`config.mk`:
```
export PLATFORM = sky130hd
export DESIGN_NAME = branch_resolve_queue
export DESIGN_NICKNAME = d
export VERILOG_FILES = /design/src/rtl/branch_resolve_queue.sv
export SDC_FILE = /design/constraint.sdc
export NUM_CORES = 1
export LEC_CHECK = 0
export CORE_ASPECT_RATIO = 0.9
export CORE_MARGIN = 2
export CORE_UTILIZATION = 50
export CTS_CLUSTER_DIAMETER = 30
export DETAILED_ROUTE_END_ITERATION = 10
export PLACE_DENSITY = 0.69
export SETUP_SLACK_MARGIN = 0.05
export SLEW_MARGIN = 30
export SYNTH_ARGS = -nofsm -noshare
export SYNTH_HDL_FRONTEND = slang
export SYNTH_SLANG_ARGS = --single-unit
```
`constraint.sdc`:
```
create_clock -name clk -period 11 [get_ports clk]
set_input_delay 2.2 -clock clk [delete_from_list [all_inputs] [get_ports clk]]
set_output_delay 2.2 -clock clk [all_outputs]
set_load 0.005 [all_outputs]
```
`src/rtl/branch_resolve_queue.sv`:
```
// In-order queue of predicted conditional branches awaiting resolution.
// Each accepted resolve emits one registered predictor update; a mispredict flushes the queue.
module branch_resolve_queue #(
   parameter int bit_width = 32,
   parameter int depth     = 8
) (
   input  logic                   clk,
   input  logic                   reset,
   input  logic                   allocValid,
   input  logic [bit_width-1:0]   allocPc,
   input  logic                   allocPrediction,
   output logic                   allocReady,
   input  logic                   resolveValid,
   input  logic                   resolveTaken,
   output logic                   update,
   output logic [bit_width-1:0]   updatePc,
   output logic                   reality,
   output logic                   mispredict,
   output logic [$clog2(depth):0] count,
   output logic                   resolveError
);

   localparam int PTR_W = $clog2(depth);
   localparam int CNT_W = PTR_W + 1;

   typedef struct packed {
      logic [bit_width-1:0] pc;
      logic                 prediction;
   } entry_t;

   entry_t               mem_q [depth];

   logic [PTR_W-1:0]     head_q, head_d;
   logic [PTR_W-1:0]     tail_q, tail_d;
   logic [CNT_W-1:0]     count_q, count_d;
   logic                 update_q, update_d;
   logic [bit_width-1:0] update_pc_q, update_pc_d;
   logic                 reality_q, reality_d;
   logic                 mispredict_q, mispredict_d;
   logic                 resolve_error_q, resolve_error_d;

   entry_t               head_entry;
   logic                 push_ok;
   logic                 push_commit;
   logic                 resolve_ok;
   logic                 squash;

   // Ready depends only on the registered count, never on this cycle's resolve.
   assign allocReady = (count_q != CNT_W'(depth));

   always_comb begin
      // NOTE: every signal written here gets a default first, so no path can infer a latch.
      head_entry      = mem_q[head_q];
      push_ok         = allocValid && allocReady;
      resolve_ok      = resolveValid && (count_q != '0);
      squash          = resolve_ok && (head_entry.prediction != resolveTaken);
      push_commit     = push_ok && !squash;

      head_d          = head_q;
      tail_d          = tail_q;
      count_d         = count_q;
      update_d        = resolve_ok;
      mispredict_d    = squash;
      update_pc_d     = update_pc_q;
      reality_d       = reality_q;
      resolve_error_d = resolve_error_q | (resolveValid && (count_q == '0));

      if (resolve_ok) begin
         update_pc_d = head_entry.pc;
         reality_d   = resolveTaken;
      end

      // A mispredict discards every younger entry, including a same-cycle wrong-path push.
      if (squash) begin
         head_d  = '0;
         tail_d  = '0;
         count_d = '0;
      end else begin
         if (resolve_ok) begin
            head_d = head_q + PTR_W'(1);
         end
         if (push_commit) begin
            tail_d = tail_q + PTR_W'(1);
         end
         count_d = count_q + CNT_W'(push_commit) - CNT_W'(resolve_ok);
      end
   end

   always_ff @(posedge clk) begin
      // NOTE: sequential state uses non-blocking assignments so all flops update from pre-edge values.
      if (reset) begin
         head_q          <= '0;
         tail_q          <= '0;
         count_q         <= '0;
         update_q        <= 1'b0;
         update_pc_q     <= '0;
         reality_q       <= 1'b0;
         mispredict_q    <= 1'b0;
         resolve_error_q <= 1'b0;
      end else begin
         head_q          <= head_d;
         tail_q          <= tail_d;
         count_q         <= count_d;
         update_q        <= update_d;
         update_pc_q     <= update_pc_d;
         reality_q       <= reality_d;
         mispredict_q    <= mispredict_d;
         resolve_error_q <= resolve_error_d;
      end
   end

   // NOTE: entry storage is not reset; an entry is only read after a push has written it.
   always_ff @(posedge clk) begin
      if (!reset && push_commit) begin
         mem_q[tail_q] <= {allocPc, allocPrediction};
      end
   end

   assign update       = update_q;
   assign updatePc     = update_pc_q;
   assign reality      = reality_q;
   assign mispredict   = mispredict_q;
   assign count        = count_q;
   assign resolveError = resolve_error_q;

endmodule

```
==> results of run 1 <==
-- per-stage QoR --
step                power [mW]  setup slack, ps
floorplan                 1.87             4490
global placement          2.06             6260
detailed placement        2.09             6150
CTS                       3.65             6680
global route              3.77             6530
finish                    3.61             6690
-- layout make-up --
type / count / area (um2) / share of cell area, %
Sequential cell: 313 / 8920 / 60.8
Multi-Input combinational cell: 226 / 2680 / 18.3
Clock buffer: 56 / 1330 / 9.04
Timing Repair Buffer: 97 / 935 / 6.37
Clock inverter: 40 / 404 / 2.75
Tap cell: 302 / 378 / 2.58
Inverter: 7 / 26.3 / 0.179
-- flip-flops by register name (all words and copies together) (netlist names), 3 cells and up, named ones only --
register  flops
mem_q       264
updatePc     32
count         4
head_q        3
tail_q        3
-- cell usage after synthesis --
cell type,count
nand3b_1,2
a31oi_1,1
nor3b_1,2
buf_2,5
nor4b_1,1
a211oi_1,32
or3b_2,3
xnor2_1,4
mux4_2,65
nor2_1,36
mux2i_1,39
a21o_1,1
inv_1,7
ha_1,8
buf_1,3
dfxtp_1,49
edfxtp_1,264
buf_4,11
a21oi_1,2
fa_1,1
and2b_1,1
or2_2,1
nand3_1,3
xor2_1,2
nor3_1,11
clkbuf_1,16
nand2_1,5
nor4_1,6
-- critical path: stages --
cell	delay, ps
clkdlybuf4s50_1	550
nand2_1	120
inv_2	60
buf_4	560
ha_1	360
inv_1	60
ha_1	190
fa_1	430
nor3b_1	150
-- where the power goes --
part	leakage (nW)	internal (mW)	switching (mW)	total (mW)
clock	0.848	0.984	0.572	1.56
combinational	1.08	0.332	0.276	0.607
sequential	2.79	1.38	0.0602	1.44
total	4.72	2.70	0.908	3.61
-- routing by layer --
layer	wire [um]	GRT usage, %	part of all wire [%]
met5	0	0	0
met4	428	6.03	1.9
met3	1360	3.98	6.1
met2	11500	32.6	51
met1	9130	24.9	41
-- how the worst max path moves through the flow --
stage,from,endpoint,slack (ps)
2_1_floorplan,resolveTaken,mem_q[0][0],4490
3_3_place_gp,resolveValid,count[1],6260
3_5_place_dp,resolveValid,count[1],6150
4_1_cts,resolveValid,count[1],6680
5_1_grt,resolveValid,count[1],6530
6_report,resolveValid,count[1],6690
-- logic make-up (layout without fill, tap and decap cells) --
family | count (synthesis) | in the layout | synth area share, %
buffers and inverters | 42 | 200 | 1.75
flip-flops | 313 | 313 | 75.8
multiplexers | 104 | 104 | 15.8
adder cells (fa/ha/maj) | 9 | 9 | 1.02
AO/OA/AOI/OAI | 36 | 36 | 2.25
AND/OR/NAND/NOR | 71 | 71 | 2.90
XOR/XNOR | 6 | 6 | 0.447
==> summary.md, run 1 <==
| Metric | Value |
|---|---|
| Status | completed |
| Post-synth top area share | 67.5% |
| RSZ-0062 raised after global routing | no |
| I/O pin count | 79 |
| Share of cells above drive strength 1 | 26.1% |
| Worst Path Arrival | 4700 ps |
| WL/cell | 21.5 um |
| Clock Sinks | 313 |
| Vias per std cell | 5.53 |
| Final setup fails | 0 |
| Max Cap Viol | 0 |
| Setup repair bufs after CTS | 0 |
| Hold Path Cell Cnt | 2 |
| Core Footprint | 0.0232 mm2 |
| Most common cell after layout, fill and taps aside | edfxtp_1 |
| Final worst-path cycle share | 39.2% |
| Synth unique cells | 28 |
| DRT iter0 DRCs | 390 |
| Dpl cells | 944 |
| Area growth syn-to-layout | 24.9% |
| FF-to-FF path depth | 11 |
| Total iterations of the first detailed-routing run | 4 |
| Largest cells by area after synthesis | edfxtp_1, mux4_2, dfxtp_1 |
| Seq cells post-synth | 313 |
| Pin count of the biggest net entering global routing | 68 |
| Syn Nets | 628 |
| YS warnings | 0 |
| DRC | 0 |
| GPL Wtd Cong | 0.722 |
| Syn_area_per_cell | 20.2 um2 |
| Fin cells | 1,041 |
| Commonest non-fill, non-tap cells in the layout | edfxtp_1, clkdlybuf4s50_1, mux4_2, clkbuf_16, dfxtp_1 |
| Die height | 149 um |
| Setup TNS | 0 ps |
| Pwr dens | 246 mW/mm2 |
| Vias in the first global route | 6,182 |
| Setup Skew | 19.5 ps |
| Fmax | 0.232 GHz |
| First-pass GRT wire length | 35.3 mm |
| Max VDD drop | 0.198 mV |
| FILL cells | 1,594 |
| Tot GR Track Use | 19.1% |
| Via count | 5,761 |
| Port bufs | 78 |
| Post-route cell area | 0.0147 mm2 |
| Worst-path clk slew | 50 ps |
| Root cell of the clock tree | clkbuf_16 |
| Initial Utilization | 50.6% |
| Placed inst area | 0.0129 mm2 |
| Utilization after layout | 63.2% |
| Register area share after synthesis | 75.8% |
| Initial antenna violation count | 0 |
| Final net count | 743 |
| Routed WL | 22.4 mm |
| Die width | 166 um |
| Inserted Clock Buffers | 51 |
| Crit path max fanout | 67 |
| Hold_ws | 461 ps |
| Final Hold Violating Endpoints | 0 |
| Post-cts hold buffer count | 0 |
| DIE AREA | 0.0247 mm2 |
| Antenna viol nets, final | 0 |
| Tmin final | 4310 ps |
| Mapped Cells | 581 |
| H-tree levels | 2 |
| Clock Path Buffers | 3 |
| Slew Viols, Final | 0 |
| Worst-Skew Late Latency | 540 ps |
| Mapped cell area | 0.0117 mm2 |
| Critical Path Start Type | input pin |
| Worst Hold Path EP | reality |
| Hold Path Class | reg2reg |
| Relative slew slack | 51.7% |
| Worst EP required | 11,380 ps |
| Worst Min Path Start | reality |
| Final antenna diode count | 0 |
| # rows | 53 |
| R2r setup slk | 7110 ps |
| Hpwl dp | 12.2 mm |
| CTS tree | done |
| # resized after CTS | 0 |
| Kind of critical path | in2reg |
| CP Capture Type | flip-flop |
| Largest area contributor in the netlist | edfxtp_1 |
| GRT overflow | 0 |
| Slew @ Worst Pin | 725 ps |
| Pleak | 4.72 nW |
| Reg2reg end | count[1] |
No activity file was read; power rests on OpenSTA's default activity.
==> run 2: changes to the inputs <==
Clock period 11 ns to 4.3 ns, I/O delays scaled along.
==> summary.md, run 2 (synthesized netlist as in run 1, its figures left out) <==
| Metric | Value |
|---|---|
| Status | completed |
| Root cell of the clock tree | clkbuf_16 |
| Largest register by flop count | mem_q |
| Commonest non-fill, non-tap cells in the layout | edfxtp_1, clkdlybuf4s50_1, mux4_2, clkbuf_16, dfxtp_1 |
| Final worst-path cycle share | 68.6% |
| Most common cell after layout, fill and taps aside | edfxtp_1 |
| Setup Skew | 24.0 ps |
| Post-cts hold buffer count | 0 |
| DIE AREA | 0.0247 mm2 |
| WL/cell | 21.0 um |
| Setup WS pre-CTS | 890 ps |
| # rows | 53 |
| DRT iter0 DRCs | 396 |
| Slowest cell on the critical path | dfxtp_4 |
| # resized after CTS | 0 |
| Setup repair bufs after CTS | 0 |
| Share of cells above drive strength 1 | 26.0% |
| Critical Path Start Type | flip-flop |
| Hold Path Class | reg2reg |
| Inserted Clock Buffers | 53 |
| Pleak | 4.70 nW |
| Kind of critical path | reg2reg |
| Area of the multi-input gates | 0.00270 mm2 |
| First-pass GRT wire length | 34.0 mm |
| Clock Path Buffers | 3 |
| DRC | 0 |
| Final setup fails | 0 |
| Die height | 149 um |
| Area growth syn-to-layout | 25.3% |
| Slowest stage delay, CP | 580 ps |
| Worst Min Path Start | resolveError |
| Crit path max fanout | 19 |
| FF/Latch Area | 0.00891 mm2 |
| Placed inst area | 0.0129 mm2 |
| I/O pin count | 79 |
| Total iterations of the first detailed-routing run | 4 |
| Final net count | 740 |
| Vias in the first global route | 6,083 |
| Largest register FFs | 264 |
| Port bufs | 78 |
| Worst EP required | 4760 ps |
| Worst path most repeated cell | ha_1 |
| Initial antenna violation count | 1 |
| Pin count of the biggest net entering global routing | 67 |
| H-tree levels | 2 |
| Critical path, cell by cell | mux2i_1, mux4_2, mux2i_2, or2_2, ha_1, inv_1, ha_1, fa_1, nor3b_1 |
| Max VDD drop | 0.391 mV |
| Vias per std cell | 5.54 |
| CP Capture Type | flip-flop |
| Tot GR Track Use | 18.5% |
| Via count | 5,747 |
| RSZ-0062 raised after global routing | no |
| Initial Utilization | 50.6% |
| Max Cap Viol | 0 |
| Pwr Total | 9.39 mW |
| Utilization after layout | 63.4% |
| Tmin final | 2950 ps |
| Setup TNS | 0 ps |
| GPL Wtd Cong | 0.707 |
| Hpwl dp | 11.1 mm |
| Worst-Skew Late Latency | 550 ps |
| Dpl cells | 940 |
| Slew @ Worst Pin | 935 ps |
| Final Hold Violating Endpoints | 0 |
| FILL cells | 1,572 |
| Relative slew slack | 37.7% |
| CTS tree | done |
| Worst Path Arrival | 3410 ps |
| Slew Viols, Final | 0 |
| Worst setup margin | 1350 ps |
| Die width | 166 um |
| Fin cells | 1,038 |
| GRT overflow | 0 |
| Routed WL | 21.8 mm |
| Hold_ws | 463 ps |
| Fmax | 0.339 GHz |
| Clock Sinks | 313 |
| Post-route cell area | 0.0147 mm2 |
| Antenna viol nets, final | 0 |
| Pwr dens | 638 mW/mm2 |
| Core Footprint | 0.0232 mm2 |
| Worst-path clk slew | 50 ps |
run 2: worst max-delay path, delay by kind of cell, from the launching register on:
family / cells / cell delay (ps)
multiplexers: 3 / 790
AND/OR/NAND/NOR: 2 / 460
flip-flops: 1 / 580
adder cells (fa/ha/maj): 3 / 980
buffers and inverters: 1 / 40
run 2: final timing paths:
path,slack (ps),cells past startpoint,endpoint
worst min register to register,460,2,resolveError
worst max-delay path,1350,9,count[1]
worst min-delay path,460,2,resolveError
worst max register to register,1350,9,count[1]
run 2: cell type report:
cell class	count	share of cell area, %
Tap cell	302	2.57
Clock inverter	37	2.67
Antenna cell	1	0.0170
Inverter	7	0.179
Sequential cell	313	60.6
Timing Repair Buffer	92	6.01
Clock buffer	60	9.62
Multi-Input combinational cell	226	18.4
run 2: report_power, final:
part	leakage, nW	total (mW)	internal, mW	switching (mW)
sequential	2.79	3.70	3.54	0.153
clock	0.859	4.16	2.66	1.50
combinational	1.06	1.54	0.845	0.692
run 2: layer usage:
metal,up-vias,global-route usage (%),share of wire (%)
li1,2608,-,-
met1,2961,24.3,42
met2,141,30.7,51
met3,37,3.86,4.9
met4,0,7.07,2.1
met5,-,0,0
